## src/rtl/wf_pkg.sv

```systemverilog
// Shared types and defaults for the waveform DPBRAM player.
package wf_pkg;

  localparam int WF_ADDR_W  = 10;
  localparam int WF_DATA_W  = 16;
  localparam int READ_CNT_W = 32;

  typedef enum logic [1:0] {
    IDLE,
    ARM,
    FETCH,
    EMIT
  } wf_state_t;

endpackage

```

## src/rtl/wf_lat_pipe.sv

```systemverilog
// Delays the RAM enable pulse by the RAM read latency so that it lines up
// with valid read data on the RAM output.
module wf_lat_pipe #(
  parameter int LATENCY = 1
) (
  input  logic i_clk,
  input  logic i_rst,
  input  logic i_clr,
  input  logic i_ce,
  output logic o_cap_en
);

  logic [LATENCY-1:0] stage;

  always_ff @(posedge i_clk or negedge i_rst) begin
    if (!i_rst) begin
      stage <= '0;
    end else if (i_clr) begin
      stage <= '0;
    end else begin
      stage[0] <= i_ce;
      for (int i = 1; i < LATENCY; i++) begin
        stage[i] <= stage[i-1];
      end
    end
  end

  assign o_cap_en = stage[LATENCY-1];

endmodule

```

## src/rtl/wf_ram_player.sv

```systemverilog
// Plays a stored waveform out of DPBRAM port B, one sample per sample tick,
// in single-shot or loop mode, with a saturating delivered-sample counter.
module wf_ram_player
  import wf_pkg::*;
#(
  parameter int ADDR_WIDTH  = WF_ADDR_W,
  parameter int DATA_WIDTH  = WF_DATA_W,
  parameter int RAM_LATENCY = 1
) (
  input  logic                  i_clk,
  input  logic                  i_rst,
  input  logic                  i_wf_start,
  input  logic                  i_wf_stop,
  input  logic                  i_wf_loop,
  input  logic [ADDR_WIDTH:0]   i_wf_data_num,
  input  logic                  i_sample_tick,
  output logic [ADDR_WIDTH-1:0] o_ram_addr,
  output logic                  o_ram_ce,
  output logic                  o_ram_we,
  input  logic [DATA_WIDTH-1:0] i_ram_dout,
  output logic [DATA_WIDTH-1:0] o_wf_data,
  output logic                  o_wf_valid,
  output logic                  o_wf_busy,
  output logic                  o_wf_done,
  output logic [READ_CNT_W-1:0] o_wf_read_cnt,
  output logic                  o_tick_overrun
);

  localparam logic [ADDR_WIDTH:0] DEPTH   = {1'b1, {ADDR_WIDTH{1'b0}}};
  localparam logic [ADDR_WIDTH:0] NUM_ONE = {{ADDR_WIDTH{1'b0}}, 1'b1};

  wf_state_t             state, state_nxt;
  logic [ADDR_WIDTH:0]   num_q;
  logic [ADDR_WIDTH-1:0] addr_q;
  logic                  loop_q;
  logic                  pending_q;
  logic                  cap_en;
  logic                  start_ok, last, tick_act;
  logic                  fetch_go, capture, advance;

  assign o_ram_we = 1'b0;

  assign start_ok = i_wf_start && !i_wf_stop && (state == IDLE) &&
                    (i_wf_data_num != '0) && (i_wf_data_num <= DEPTH);
  assign last     = ({1'b0, addr_q} == (num_q - NUM_ONE));
  assign tick_act = i_sample_tick && !i_wf_stop && (state != IDLE);

  wf_lat_pipe #(
    .LATENCY (RAM_LATENCY)
  ) u_lat_pipe (
    .i_clk    (i_clk),
    .i_rst    (i_rst),
    .i_clr    (i_wf_stop),
    .i_ce     (o_ram_ce),
    .o_cap_en (cap_en)
  );

  always_comb begin
    state_nxt = state;
    fetch_go  = 1'b0;
    capture   = 1'b0;
    advance   = 1'b0;
    case (state)
      IDLE: begin
        if (start_ok) state_nxt = ARM;
      end
      ARM: begin
        if (i_wf_stop) begin
          state_nxt = IDLE;
        end else if (i_sample_tick || pending_q) begin
          fetch_go  = 1'b1;
          state_nxt = FETCH;
        end
      end
      FETCH: begin
        if (i_wf_stop) begin
          state_nxt = IDLE;
        end else if (cap_en) begin
          capture   = 1'b1;
          state_nxt = EMIT;
        end
      end
      EMIT: begin
        if (i_wf_stop) begin
          state_nxt = IDLE;
        end else begin
          advance   = 1'b1;
          state_nxt = (last && !loop_q) ? IDLE : ARM;
        end
      end
      default: state_nxt = IDLE;
    endcase
  end

  always_ff @(posedge i_clk or negedge i_rst) begin
    if (!i_rst) begin
      state          <= IDLE;
      num_q          <= '0;
      loop_q         <= 1'b0;
      addr_q         <= '0;
      pending_q      <= 1'b0;
      o_ram_addr     <= '0;
      o_ram_ce       <= 1'b0;
      o_wf_data      <= '0;
      o_wf_valid     <= 1'b0;
      o_wf_busy      <= 1'b0;
      o_wf_done      <= 1'b0;
      o_wf_read_cnt  <= '0;
      o_tick_overrun <= 1'b0;
    end else begin
      state      <= state_nxt;
      o_wf_busy  <= (state_nxt != IDLE);
      o_ram_ce   <= fetch_go;
      o_wf_valid <= capture;
      o_wf_done  <= capture && last && !loop_q;

      if (fetch_go) o_ram_addr <= addr_q;

      if (capture) begin
        o_wf_data <= i_ram_dout;
        if (o_wf_read_cnt != '1) o_wf_read_cnt <= o_wf_read_cnt + READ_CNT_W'(1);
      end

      if (start_ok) begin
        num_q         <= i_wf_data_num;
        loop_q        <= i_wf_loop;
        addr_q        <= '0;
        o_wf_read_cnt <= '0;
      end else if (advance) begin
        addr_q <= last ? '0 : addr_q + ADDR_WIDTH'(1);
      end

      // One-deep tick buffer; a tick arriving while it is full is lost.
      if (start_ok || state_nxt == IDLE || fetch_go) begin
        pending_q <= 1'b0;
      end else if (tick_act && (state == FETCH || state == EMIT)) begin
        pending_q <= 1'b1;
      end

      if (start_ok) begin
        o_tick_overrun <= 1'b0;
      end else if (tick_act && pending_q) begin
        o_tick_overrun <= 1'b1;
      end
    end
  end

endmodule

```

## config.mk

```make
export PLATFORM = sky130hd
export DESIGN_NAME = wf_ram_player
export DESIGN_NICKNAME = d
export VERILOG_FILES = /design/src/rtl/wf_pkg.sv /design/src/rtl/wf_lat_pipe.sv /design/src/rtl/wf_ram_player.sv
export SDC_FILE = /design/constraint.sdc
export NUM_CORES = 1
export LEC_CHECK = 0
export BUFFER_PORTS_ARGS = -buffer_cell sky130_fd_sc_hd__buf_2
export CAP_MARGIN = 20
export CELL_PAD_IN_SITES_DETAIL_PLACEMENT = 2
export CELL_PAD_IN_SITES_GLOBAL_PLACEMENT = 2
export CORE_ASPECT_RATIO = 0.6
export CORE_MARGIN = 5
export CORE_UTILIZATION = 34
export CTS_CLUSTER_SIZE = 28
export DETAILED_ROUTE_END_ITERATION = 6
export GPL_ROUTABILITY_DRIVEN = 0
export PLACE_DENSITY = 0.91
export SLEW_MARGIN = 30
export SYNTH_ARGS = -nofsm -noshare
export SYNTH_HDL_FRONTEND = slang
export SYNTH_HIERARCHICAL = 1
export SYNTH_SLANG_ARGS = --single-unit
```

## constraint.sdc

```tcl
create_clock -name i_clk -period 2.6 [get_ports i_clk]
set_input_delay 0.13 -clock i_clk [delete_from_list [all_inputs] [get_ports i_clk]]
set_output_delay 0.13 -clock i_clk [all_outputs]
set_load 0.005 [all_outputs]
```

; Yosys cells after proc, flatten, opt, wreduce, memory -nomap -nowiden
; Cells that the tools add are included.
[totals]
in_bits = 33
word_cells = 78
out_inout_bits = 64
reg_bits = 89
[classes]
magnitude_cmp = 1
eq_ne = 5
n_addsub = 3
mux = 27
reduce_logical = 28
[ops]
columns = cell, n
row1 = 32-bit two-way mux, 3
row2 = 32-bit by 1-bit adder with 32-bit output (second input constant), 1
row3 = 32-bit inequality test (second input constant), 1
row4 = 10-bit two-way mux, 3
row5 = 1-bit two-way mux, 15
row6 = 2-bit nonzero test, 7
row7 = 10-bit by 11-bit equality test with 1-bit output, 1
row8 = 11-bit <= comparator (second input constant), 1
row9 = 1-bit logical AND, 11
row10 = 11-bit nonzero test, 1
row11 = 11-bit by 1-bit subtractor with 11-bit output (second input constant), 1
row12 = 10-bit by 1-bit adder with 10-bit output (second input constant), 1
row13 = 2-bit two-way mux, 5
row14 = 2-bit one-hot mux with 4 select lines, 1
row15 = 2-bit equality test (second input constant), 2
row16 = 2-bit zero test, 2
row17 = 1-bit logical OR, 4
row18 = 2-bit by 1-bit equality test with 1-bit output (second input constant), 1
row19 = 1-bit zero test, 2
row20 = 2-bit AND reduction, 1

; Depth between registers and ports, before layout
; Gate-level depths: netlist of the first run.
[depth]
depth_word = 11
mapped_depth = 8
ltp_nobuf = 8

; Hierarchy
; The synthesis of the first run kept the hierarchy.
[modules_own_cells]
columns = module, n_inst, cells_each, area_per_inst_um2, seq_area_each_um2
row1 = wf_ram_player, 1, 416, 4355.4, 2202.1
row2 = wf_lat_pipe, 1, 2, 38.8, 25.0

; Least setup slack after synthesis of the first run
; OpenSTA, ideal clock, no wires.
[synth_timing]
path_kind = reg2reg
from = reg num_q[0]
to = reg o_wf_busy
arrival_ps = 2070
required_time_ps = 2461
setup_ps = 139
slack_ps = 392
period_less_slack_ps = 2208
n_path_buf = 0
stages_incl_launch_ff = 9
path_cell_list = dfrtp_1 > inv_1 > ha_1 > nor2b_1 > or3_1 > a31oi_1 > nand3b_1 > a2111oi_2 > o211ai_1
[synth_via]
elab_chain_len = 7
[synth_rtl]
columns = item, line_no
row1 = from (decl), wf_ram_player.sv:33  ; logic [ADDR_WIDTH:0] num_q;
row2 = from (signal assigned), wf_ram_player.sv:125  ; num_q <= i_wf_data_num;
row3 = 11-bit by 1-bit subtractor with 11-bit output, wf_ram_player.sv:45  ; assign last = ({1'b0, addr_q} == (num_q - NUM_ONE));
row4 = 10-bit by 11-bit equality test with 1-bit output, wf_ram_player.sv:45
row5 = 1-bit logical AND, wf_ram_player.sv:88  ; state_nxt = (last && !loop_q) ? IDLE : ARM;
row6 = 1-bit two-way mux, wf_ram_player.sv:88
row7 = 1-bit two-way mux, wf_ram_player.sv:84  ; if (i_wf_stop) begin
row8 = 2-bit one-hot mux with 4 select lines, wf_ram_player.sv:63  ; case (state)
row9 = 2-bit nonzero test, wf_ram_player.sv:112  ; o_wf_busy <= (state_nxt != IDLE);
row10 = to (signal assigned), wf_ram_player.sv:112
row11 = to (decl), wf_ram_player.sv:23  ; output logic o_wf_busy,
; No other way between the ends.
; A chain may end at the register's enable or synchronous reset.

; Final worst setup path of the first run
[layout_timing]
from = reg num_q[2]
to = reg addr_q[5]
[layout_via]
elab_chain_len = 5
[layout_rtl]
columns = item, line_no
row1 = 11-bit by 1-bit subtractor with 11-bit output, wf_ram_player.sv:45
row2 = 10-bit by 11-bit equality test with 1-bit output, wf_ram_player.sv:45
row3 = 10-bit two-way mux, wf_ram_player.sv:130  ; addr_q <= last ? '0 : addr_q + ADDR_WIDTH'(1);
row4 = 10-bit two-way mux, wf_ram_player.sv:129  ; end else if (advance) begin
row5 = 10-bit two-way mux, wf_ram_player.sv:124  ; if (start_ok) begin
row6 = to (signal assigned), wf_ram_player.sv:130
row7 = to (decl), wf_ram_player.sv:34  ; logic [ADDR_WIDTH-1:0] addr_q;
; No other way between the ends. The select of a mux whose other input is x is not followed.

==> results.md, run 1 <==
* Critical Path Fanout Max at 8
* Worst-Skew Late Latency at 340 ps
* Tot GR Track Use at 18.14%
* RSZ-0062 raised after global routing: false
* Max Fclk at 0.4144 GHz
* Synth Warn # at 6
* Period Utilization, post-route at 92.81%
* Post-synth top flop: dfrtp_1
* Final Skew at 7.729 ps
* Post-route DRC at 0
* Reg-to-Reg Start: num_q[2]$_DFFE_PN0P_
* Synth Area in Compound Gates at 7.517%
* Pwr Density at approximately 630 nW/um2
* Placed Cells at 676
* Startpoint Class: flip-flop
* FILL cells at 1370
* Max-slew headroom at 51.40%
* Leak Pwr at 0.002656 uW
* Worst Hold Class: input port to flip-flop
* Netlist cell types at 51
* Via/cell ratio at 5.250
* Net Count, Synth at 454
* Post-synth design cell area at between 4000 and 5000 um2
* Hold Vio Cnt, Final at 0
* Total Wirelength at 13730 um
* CTS tree: built
* Adder-cell share of the synthesized area at less than 1%
* Critical path class: flip-flop to flip-flop
* TNS Setup at 0 ps
* Core area at 12730 um2
* DRT antenna net count at 0
* # port buffers at 95
* DR iter-0 viols at ~140
* Simple-Gate Fraction of Synth Area at roughly 22%
* Max-Cap Viols at 0
* Yosys top cell area share at 50.68%
* Post-Layout Cell Count at 693
* Crit path launch: num_q[2]$_DFFE_PN0P_
* Row cnt at 32
* Layout area overhead at 25.06%
* Peak supply drop at 0.0003220 V
* Worst path arrival time at ~2600 ps
* Slowest CP cell: or4_4
* Die height at 98.06 um
* Endpoint class of the critical path: flip-flop
* Pint at 2618 uW
* Worst EP required at 2820 ps
* Via count at 3638
* Die Footprint at 15370 um2
* GRT overflow at 0
* Mux share of post-synthesis cell area at 9.226%
* Syn avg cell area at around 11 um2
* Largest family of logic cells by synthesized area: simple AND/OR/NAND/NOR gates
* Clock Sinks at 89
* Starting Density at approximately 35%
* Clock Path Buffers at 2
* Share of layout cells above drive strength 1 at 33.08%
* EDFF count, synth at 0
* Finish-stage setup viols at 0
* Final Max Tran Viols at 0
* Reg-to-reg endpoint: addr_q[5]$_DFFE_PN0P_
* Die width at 156.8 um
* Antenna diodes at 0
* Largest net degree at the start of global routing at 48
* Outcome: completed
* Worst-path clk slew at approximately 70 ps
* Number of global-route vias before repair at 3959
* Worst-path cell chain: nor3_4 -> nand3b_2 -> or4_4 -> a21oi_1 -> nor4b_4 -> buf_4 -> nor4_1
* Worst hold slack at roughly 27 ps
* Layout net count at ~550
* Syn Inst Count at 418
* Clock root cell: clkbuf_16
* Yosys top cell by area: dfrtp_1
* Count leader, synth: dfrtp_1
* DR WL/cell at 19.82 um
* Logic pwr share at 11.6%
* Yosys reg bits at approximately 90
* NetSw at 852.6 uW
* Top post-synthesis cells by area: dfrtp_1 51%, mux2_2 9.2%, nor2_1 4.0%
* CTS buffer count at 9
* Flop pwr share at 44.1%
* Synth top cells by count: 89 x dfrtp_1, 47 x nor2_1, 36 x mux2_2
* XOR/XNOR Fraction of Synth Area at 6.777%
* IO Count at 97
* Sw frac at 24.57%
* H-tree level count at 3
* Setup Fix Bufs, Post-CTS at 0
* Tmin final at 2413 ps
* Asr flop ratio synth at between 90% and 100%
* R2R depth at 7
* Global-route wire length before repair at 22090 um
* Clk pwr share at 44.3%
* Worst slew pin tran at 725.6 ps
* Final HPWL DP at between 10000 and 15000 um
* R2r setup slk at 190 ps
* Largest stage delay on the critical path at 570 ps
* Antenna violations before repair at 1
* Drt pass-1 iters at 4
* Worst setup endpoint: addr_q[5]$_DFFE_PN0P_
* Sequential share of the synthesized area at 50.68%
what timing repair did:
item	CTS	global route
resized for setup	0	4
endpoints found under the hold margin	42	0
hold buffers	1	0
endpoints found under the setup margin	0	12
routing by layer:
metal	track usage, %	up-vias	part of all wire [%]
met5	0	-	0.11
met4	4.000	2	0.84
met3	4.916	14	5.8
met2	28.13	86	45
met1	25.51	1837	48
li1	-	1699	-
metrics by stage:
stage               setup slack (ps)  cell area (um2)  total power (uW)  util, %
global placement               253.4             5100              1905    40.06
finish                         186.9             5495              3470    43.16
floorplan                      391.5             4394              1773        -
global route                   36.86             5495              3636    43.16
CTS                            12.49             5465              3501    42.92
detailed placement             17.74             5100              1945    40.06
cells in the final DEF (no fill, tap or decap), drive strengths merged, types with 3 or more instances in the layout:
cell type and n:
nand3b 4, nor2 47, mux2 36, bufinv 3, nand2 25, and4 8, inv 13, nand4 11
buf 104, or3 8, nor2b 5, and3 13, a31oi 7, xnor2 16, nor4 15, a211oi 4
xor2 18, o21ai 21, clkbuf 12, a21oi 10, dfrtp 89, ha 3, nor3 8, nand3 17
and2 3
power by group through the flow:
| stage | clock, uW | combinational, uW | sequential, uW |
|---|---|---|---|
| after floorplan | 0 | 245 | 1530 |
| after CTS | 1570 | 399 | 1530 |
| after global placement | 0 | 360 | 1550 |
| after detailed placement | 0 | 391 | 1550 |
| after global routing | 1650 | 449 | 1540 |
| final | 1540 | 404 | 1530 |
how the worst min path moves through the flow:
stage,endpoint,startpoint,cells after the start,slack [ps]
final,o_wf_data[1]$_DFFE_PN0P_,i_ram_dout[1],2,30
after global routing,o_wf_data[1]$_DFFE_PN0P_,i_ram_dout[1],2,10
after CTS,o_wf_data[2]$_DFFE_PN0P_,i_ram_dout[2],2,10
after detailed placement,o_wf_busy$_DFF_PN0_,i_rst,1,190
after global placement,state[1]$_DFF_PN0_,i_rst,1,180
after floorplan,addr_q[0]$_DFFE_PN0P_,i_rst,0,-170
logic make-up (layout without fill, tap and decap cells):
| family | Yosys count | after routing |
|---|---|---|
| AO/OA/AOI/OAI | 53 | 53 |
| XOR/XNOR | 34 | 34 |
| other | 1 | 1 |
| flip-flops | 89 | 89 |
| buffers and inverters | 29 | 134 |
| adder cells (fa/ha/maj) | 3 | 3 |
| multiplexers | 36 | 36 |
| AND/OR/NAND/NOR | 173 | 173 |
final cells by class:
class                   instances  area [um2]  area share [%]
flip-flops and latches         89        2228           40.55
clock buffers                  12       256.5           4.668
clock inverters                 4       98.84           1.799
inverters                      13       48.80          0.8880
repair buffers                105       568.0           10.34
multi-input cells             300        2082           37.89
well taps                     170       212.7           3.871
flip-flops by register name, indices dropped and copies added (netlist names), 2 cells and up:
name	count
o_wf_data	16
o_ram_addr	10
o_wf_read_cnt	32
num_q	11
addr_q	10
state	2
worst max-delay path: cells and delay by family, from the launching register on:
kind / cells / cell delay [ps]
simple gates: 5 / 1410
flops: 1 / 480
buf+inv: 1 / 220
compound gates: 1 / 170
Note: power is estimated with default switching activity, not from simulation.
==> run 2, diff against run 1 <==
--- a/config.mk
+++ b/config.mk
@@ -15,6 +15,7 @@
 export CTS_CLUSTER_SIZE = 28
 export DETAILED_ROUTE_END_ITERATION = 6
 export GPL_ROUTABILITY_DRIVEN = 0
+export MAX_ROUTING_LAYER = met4
 export PLACE_DENSITY = 0.91
 export SLEW_MARGIN = 30
 export SYNTH_ARGS = -nofsm -noshare
==> run 2 against run 1 <==
  * Sequential power hardly changed
  * Utilization is essentially flat
  * Setup slack better by 5.1 ps
  * Sequential share of layout area is essentially flat
  * Maximum frequency increased by 0.21%
  * Clock power barely moved
  * Final area hardly changed
==> results.md, run 2 (synthesis results as in run 1) <==
* Outcome: completed (unchanged)
* Max-Cap Viols at 0 (unchanged)
* Number of flip-flops under the largest register name at 32 (unchanged)
* Biggest registers after layout: o_wf_read_cnt x32, o_wf_data x16, num_q x11 (unchanged)
* Sw frac at 24.56% (was 24.57%)
* Share of layout cells above drive strength 1 at 33.08% (unchanged)
* Startpoint Class: flip-flop (unchanged)
* Layout area overhead at 25.11% (was 25.06%)
* Number of global-route vias before repair at 3955 (was 3959)
* GRT overflow at 0 (unchanged)
* R2R depth at 7 (unchanged)
* Max Fclk at 0.4153 GHz (was 0.4144 GHz)
* Worst-Skew Late Latency at 340 ps (about the same)
* Die Footprint at 15370 um2 (unchanged)
* Setup Fix Bufs, Post-CTS at 0 (unchanged)
* Worst path arrival time at 2620 ps (was 2630 ps)
* Clock root cell: clkbuf_16 (unchanged)
* R2r setup slk at 190 ps (about the same)
* Clock Path Buffers at 2 (unchanged)
* TNS Setup at 0 ps (unchanged)
* Die width at 156.8 um (unchanged)
* DRT antenna net count at 0 (unchanged)
* Worst EP required at 2810 ps (was 2820 ps)
* Pwr Total at 3470 uW (about the same)
* Antenna violations before repair at 1 (unchanged)
* Max-slew headroom at 52.73% (was 51.40%)
* Most frequent cells in the layout: 94 x buf_2, 88 x dfrtp_1, 47 x nor2_1 (unchanged)
* Flop pwr share at 44.1% (about the same)
* Core area at 12730 um2 (unchanged)
* Peak supply drop at 0.0003198 V (was 0.0003220 V)
* Worst hold stages at 2 (unchanged)
* Largest net degree at the start of global routing at 48 (unchanged)
* Clk pwr share at 44.2% (was 44.3%)
* Total Wirelength at 13770 um (was 13730 um)
* Tot GR Track Use at 18.75% (was 18.14%)
* Worst-path clk slew at 70 ps (about the same)
* NetSw at 852.3 uW (was 852.6 uW)
* Finish-stage setup viols at 0 (unchanged)
* Pint at 2618 uW (about the same)
* RSZ-0062 raised after global routing: false (unchanged)
* Via count at 3637 (was 3638)
* Period Utilization, post-route at 92.61% (was 92.81%)
* Pwr Density at 631.1 nW/um2 (was 631.5 nW/um2)
* Critical path class: flip-flop to flip-flop (unchanged)
* Clock Sinks at 89 (unchanged)
* Endpoint class of the critical path: flip-flop (unchanged)
* Tmin final at 2408 ps (was 2413 ps)
* Worst slew pin tran at 705.8 ps (was 725.6 ps)
* # port buffers at 95 (unchanged)
* CTS tree: built (unchanged)
* Final HPWL DP at 10330 um (unchanged)
* Drt pass-1 iters at 4 (unchanged)
* IO Count at 97 (unchanged)
* Logic pwr share at 11.7% (was 11.6%)
* Final Max Tran Viols at 0 (unchanged)
* Layout net count at 554 (unchanged)
* H-tree level count at 3 (unchanged)
* DR iter-0 viols at 117 (was 139)
* Global-route wire length before repair at 22100 um (was 22090 um)
* Biggest register: o_wf_read_cnt (unchanged)
* Post-route DRC at 0 (unchanged)
* Die height at 98.06 um (unchanged)
* CTS buffer count at 9 (unchanged)
* Hold Vio Cnt, Final at 0 (unchanged)
* Critical Path Fanout Max at 8 (unchanged)
* DR WL/cell at 19.84 um (was 19.82 um)
* Most common cell after layout, fill and taps aside: buf_2 (unchanged)
* Via/cell ratio at 5.241 (was 5.250)
* Final Skew at 6.310 ps (was 7.729 ps)
* Worst Hold Class: input port to flip-flop (unchanged)
* Row cnt at 32 (unchanged)
* Starting Density at 34.51% (unchanged)
* Leak Pwr at 0.002656 uW (unchanged)
## run 2: area by class of cell
| cell class | count | area, um2 |
|---|---|---|
| sequential | 89 | 2228 |
| clock buffer | 12 | 256.5 |
| clock inverter | 4 | 98.84 |
| fill | 1369 | 7234 |
| inverter | 13 | 48.80 |
| tap | 170 | 212.7 |
| timing repair buffer | 105 | 568.0 |
| multi-input combinational | 300 | 2082 |
| antenna | 1 | 2.502 |
## run 2: power by group through the flow
stage	sequential, uW	clock (uW)	combinational [uW]
after floorplan	1530	0	245
after global placement	1550	0	360
after detailed placement	1550	0	391
after CTS	1530	1570	399
after global routing	1540	1650	451
final	1530	1530	405
## run 2: final timing paths
check,from,endpoint
max reg2reg,num_q[2]$_DFFE_PN0P_,addr_q[5]$_DFFE_PN0P_
max,num_q[2]$_DFFE_PN0P_,addr_q[5]$_DFFE_PN0P_
max in group asynchronous,i_rst,o_wf_data[10]$_DFFE_PN0P_
min reg2reg,o_ram_addr[4]$_DFFE_PN0P_,o_ram_addr[4]$_DFFE_PN0P_
min,i_ram_dout[1],o_wf_data[1]$_DFFE_PN0P_
min in group asynchronous,i_rst,o_wf_done$_DFF_PN0_
## run 2: what timing repair did
| action | CTS | global route |
|---|---|---|
| hold endpoints to repair | 42 | 0 |
| gates resized for setup | 0 | 4 |
| endpoints found under the setup margin | 0 | 12 |
| hold buffers | 1 | 0 |
## run 2: per-stage QoR
step           instance area, um2  setup WS, ps  instances  hold WS, ps  util, %
6_report                     5498         192.0        694        28.07    43.18
5_1_grt                      5498         37.44        694        11.59    43.18
4_1_cts                      5465         12.49        693        12.75    42.92
3_5_place_dp                 5100         17.74        676        189.7    40.06
3_3_place_gp                 5100         253.4        676        181.9    40.06
2_1_floorplan                4394         391.5        418       -165.6        -
## run 2: metal layers
metal | routed length [um] | track usage (%) | part of all wire (%)
met3 | 776 | 4.694 | 5.6
met1 | 6696 | 25.74 | 49
met4 | 129 | 4.200 | 0.94
met2 | 6166 | 28.13 | 45
met5 | 0 | - | 0
## run 2: worst max-delay path, cell delays in order (launching register included)
cell and delay, ps:
dfrtp_1 480, nor3_4 400, nand3b_2 150, or4_4 570, a21oi_1 170, nor4b_4 220
buf_4 210, nor4_1 70
==> run 3, diff against run 2 <==
--- a/config.mk
+++ b/config.mk
@@ -7,16 +7,16 @@
 export LEC_CHECK = 0
 export BUFFER_PORTS_ARGS = -buffer_cell sky130_fd_sc_hd__buf_2
 export CAP_MARGIN = 20
-export CELL_PAD_IN_SITES_DETAIL_PLACEMENT = 2
-export CELL_PAD_IN_SITES_GLOBAL_PLACEMENT = 2
+export CELL_PAD_IN_SITES_DETAIL_PLACEMENT = 1
+export CELL_PAD_IN_SITES_GLOBAL_PLACEMENT = 1
 export CORE_ASPECT_RATIO = 0.6
 export CORE_MARGIN = 5
-export CORE_UTILIZATION = 34
+export CORE_UTILIZATION = 42
 export CTS_CLUSTER_SIZE = 28
 export DETAILED_ROUTE_END_ITERATION = 6
 export GPL_ROUTABILITY_DRIVEN = 0
 export MAX_ROUTING_LAYER = met4
-export PLACE_DENSITY = 0.91
+export PLACE_DENSITY = 0.92
 export SLEW_MARGIN = 30
 export SYNTH_ARGS = -nofsm -noshare
 export SYNTH_HDL_FRONTEND = slang
==> run 3 against run 2 <==
  * Total power is 2.2% lower
  * Flip-flop and latch count unchanged
  * Die area fell by 18%
  * Count of clock-buffer cells in the layout shrank 3
  * Critical endpoint is now addr_q[3]$_DFFE_PN0P_
==> results.md, run 3 (synthesis results as in run 1) <==
* Number of flip-flops under the largest register name at 32 (unchanged)
* Worst-Skew Late Latency at 340 ps (about the same)
* Die height at 89.23 um (was 98.06 um)
* Largest net degree at the start of global routing at 51 (was 48)
* Design area at 5448 um2 (was 5498 um2)
* Total Wirelength at 12200 um (was 13770 um)
* Core area at 10020 um2 (was 12730 um2)
* Register Area at 2228 um2 (unchanged)
* DR iter-0 viols at 186 (was 117)
* Buf/Inv on CP at 2 (was 1)
* GRT overflow at 0 (unchanged)
* DRT antenna net count at 0 (unchanged)
* Worst Hold Class: input port to flip-flop (unchanged)
* Starting Density at 43.86% (was 34.51%)
* Share of layout cells above drive strength 1 at 33.14% (was 33.08%)
* Antenna violations before repair at 0 (was 1)
* Peak supply drop at 0.0003536 V (was 0.0003198 V)
* Largest stage delay on the critical path at 570 ps (about the same)
* Global-route wire length before repair at 19920 um (was 22100 um)
* Critical Path Fanout Max at 9 (was 8)
* Drt pass-1 iters at 4 (unchanged)
* Max Fclk at 0.4143 GHz (was 0.4153 GHz)
* Tmin final at 2413 ps (was 2408 ps)
* Leak Pwr at 0.002646 uW (was 0.002656 uW)
* R2r setup slk at 190 ps (about the same)
* Clk pwr share at 43.3% (was 44.2%)
* Outcome: completed (unchanged)
* Pwr Density at 622.9 nW/um2 (was 631.1 nW/um2)
* Biggest registers after layout: o_wf_read_cnt x32, o_wf_data x16, num_q x11 (unchanged)
* Clock Path Buffers at 2 (unchanged)
* Worst-path cell chain: inv_1 -> ha_1 -> nand3b_2 -> or4_4 -> a21oi_1 -> nor4b_4 -> buf_4 -> nor4_1 (was nor3_4 -> nand3b_2 -> or4_4 -> a21oi_1 -> nor4b_4 -> buf_4 -> nor4_1)
* CTS tree: built (unchanged)
* Finish-stage setup viols at 0 (unchanged)
* Final HPWL DP at 9063 um (was 10330 um)
* Final Max Tran Viols at 0 (unchanged)
* Die width at 142.1 um (was 156.8 um)
* Max-slew headroom at 59.01% (was 52.73%)
* Worst path arrival time at 2630 ps (was 2620 ps)
* # port buffers at 95 (unchanged)
* Period Utilization, post-route at 92.82% (was 92.61%)
* TNS Setup at 0 ps (unchanged)
* Sw frac at 24.55% (was 24.56%)
* Tot GR Track Use at 20.65% (was 18.75%)
* Placed inst area at 5054 um2 (was 5100 um2)
* H-tree level count at 3 (unchanged)
* Footprint of the multi-input gates at 2085 um2 (was 2082 um2)
* Antenna diodes at 0 (was 1)
* Critical path class: flip-flop to flip-flop (unchanged)
* Layout net count at 553 (was 554)
* Layout area overhead at 23.97% (was 25.11%)
* Worst slew pin tran at 612.0 ps (was 705.8 ps)
* Pwr Total at 3393 uW (was 3470 uW)
* Post-route DRC at 0 (unchanged)
* CTS buffer count at 9 (unchanged)
* Via/cell ratio at 5.527 (was 5.241)
* Clock Sinks at 89 (unchanged)
* Die Footprint at 12680 um2 (was 15370 um2)
* Startpoint Class: flip-flop (unchanged)
* Endpoint class of the critical path: flip-flop (unchanged)
* Clock root cell: clkbuf_16 (unchanged)
* Final Skew at 7.307 ps (was 6.310 ps)
* Biggest register: o_wf_read_cnt (unchanged)
* Via count at 3631 (was 3637)
* FILL cells at 1137 (was 1369)
* IO Count at 97 (unchanged)
* Number of global-route vias before repair at 3850 (was 3955)
* RSZ-0062 raised after global routing: false (unchanged)
* Hold Vio Cnt, Final at 0 (unchanged)
* NetSw at 832.9 uW (was 852.3 uW)
* Pint at 2560 uW (was 2618 uW)
* Worst-path clk slew at 60 ps (was 70 ps)
* Row cnt at 28 (was 32)
* Flop pwr share at 45.2% (was 44.1%)
* Cell family with most CP delay: simple AND/OR/NAND/NOR gates (unchanged)
* Max-Cap Viols at 0 (unchanged)
* Slowest CP cell: or4_4 (unchanged)
* Logic pwr share at 11.5% (was 11.7%)
* Most frequent cells in the layout: 94 x buf_2, 88 x dfrtp_1, 47 x nor2_1 (unchanged)
* Worst EP required at 2820 ps (was 2810 ps)
* Most common cell after layout, fill and taps aside: buf_2 (unchanged)
* DR WL/cell at 18.57 um (was 19.84 um)
run 3: area by class of cell:
cell class | instances | area share, %
multi-input cells | 300 | 38.26
inverters | 13 | 0.8957
clock buffers | 9 | 4.134
well taps | 135 | 3.101
flip-flops and latches | 89 | 40.91
repair buffers | 104 | 10.52
clock inverters | 7 | 2.182
run 3: repair_timing:
item / CTS / global route
hold endpoints to repair: 39 / 0
resized for setup: 0 / 5
setup endpoints to repair: 0 / 14
setup buffers: 0 / 1
hold buffers: 1 / 0
run 3: worst paths after layout:
kind / startpoint / cells after the start / to
hold reg to reg: o_ram_addr[4]$_DFFE_PN0P_ / 1 / o_ram_addr[4]$_DFFE_PN0P_
setup reg to reg: num_q[0]$_DFFE_PN0P_ / 8 / addr_q[3]$_DFFE_PN0P_
min in group asynchronous: i_rst / 2 / addr_q[6]$_DFFE_PN0P_
hold / removal: i_ram_dout[4] / 2 / o_wf_data[4]$_DFFE_PN0P_
max in group asynchronous: i_rst / 3 / num_q[0]$_DFFE_PN0P_
setup / recovery: num_q[0]$_DFFE_PN0P_ / 8 / addr_q[3]$_DFFE_PN0P_
run 3: metal layers:
metal,global-route usage (%),wire (um),vias to the layer above
met3,4.436,637,12
li1,-,-,1696
met5,-,0,-
met4,4.617,101,0
met2,32.78,5694,102
met1,27.58,5765,1821
run 3: per-stage QoR:
stage,util [%],instances,worst slack [ps],hold WS (ps)
2_1_floorplan,-,418,391.5,-165.6
3_3_place_gp,50.44,639,234.2,149.5
3_5_place_dp,50.44,639,84.14,157.1
4_1_cts,53.97,656,80.65,21.87
5_1_grt,54.37,657,60.08,17.54
6_report,54.37,657,186.6,34.05
run 3: power by group through the flow:
stage / Sequential (uW) / Combinational [uW] / Clock (uW)
2_1_floorplan: 1530 / 245 / 0
3_3_place_gp: 1550 / 355 / 0
3_5_place_dp: 1560 / 377 / 0
4_1_cts: 1530 / 383 / 1510
5_1_grt: 1540 / 435 / 1580
6_report: 1530 / 390 / 1470
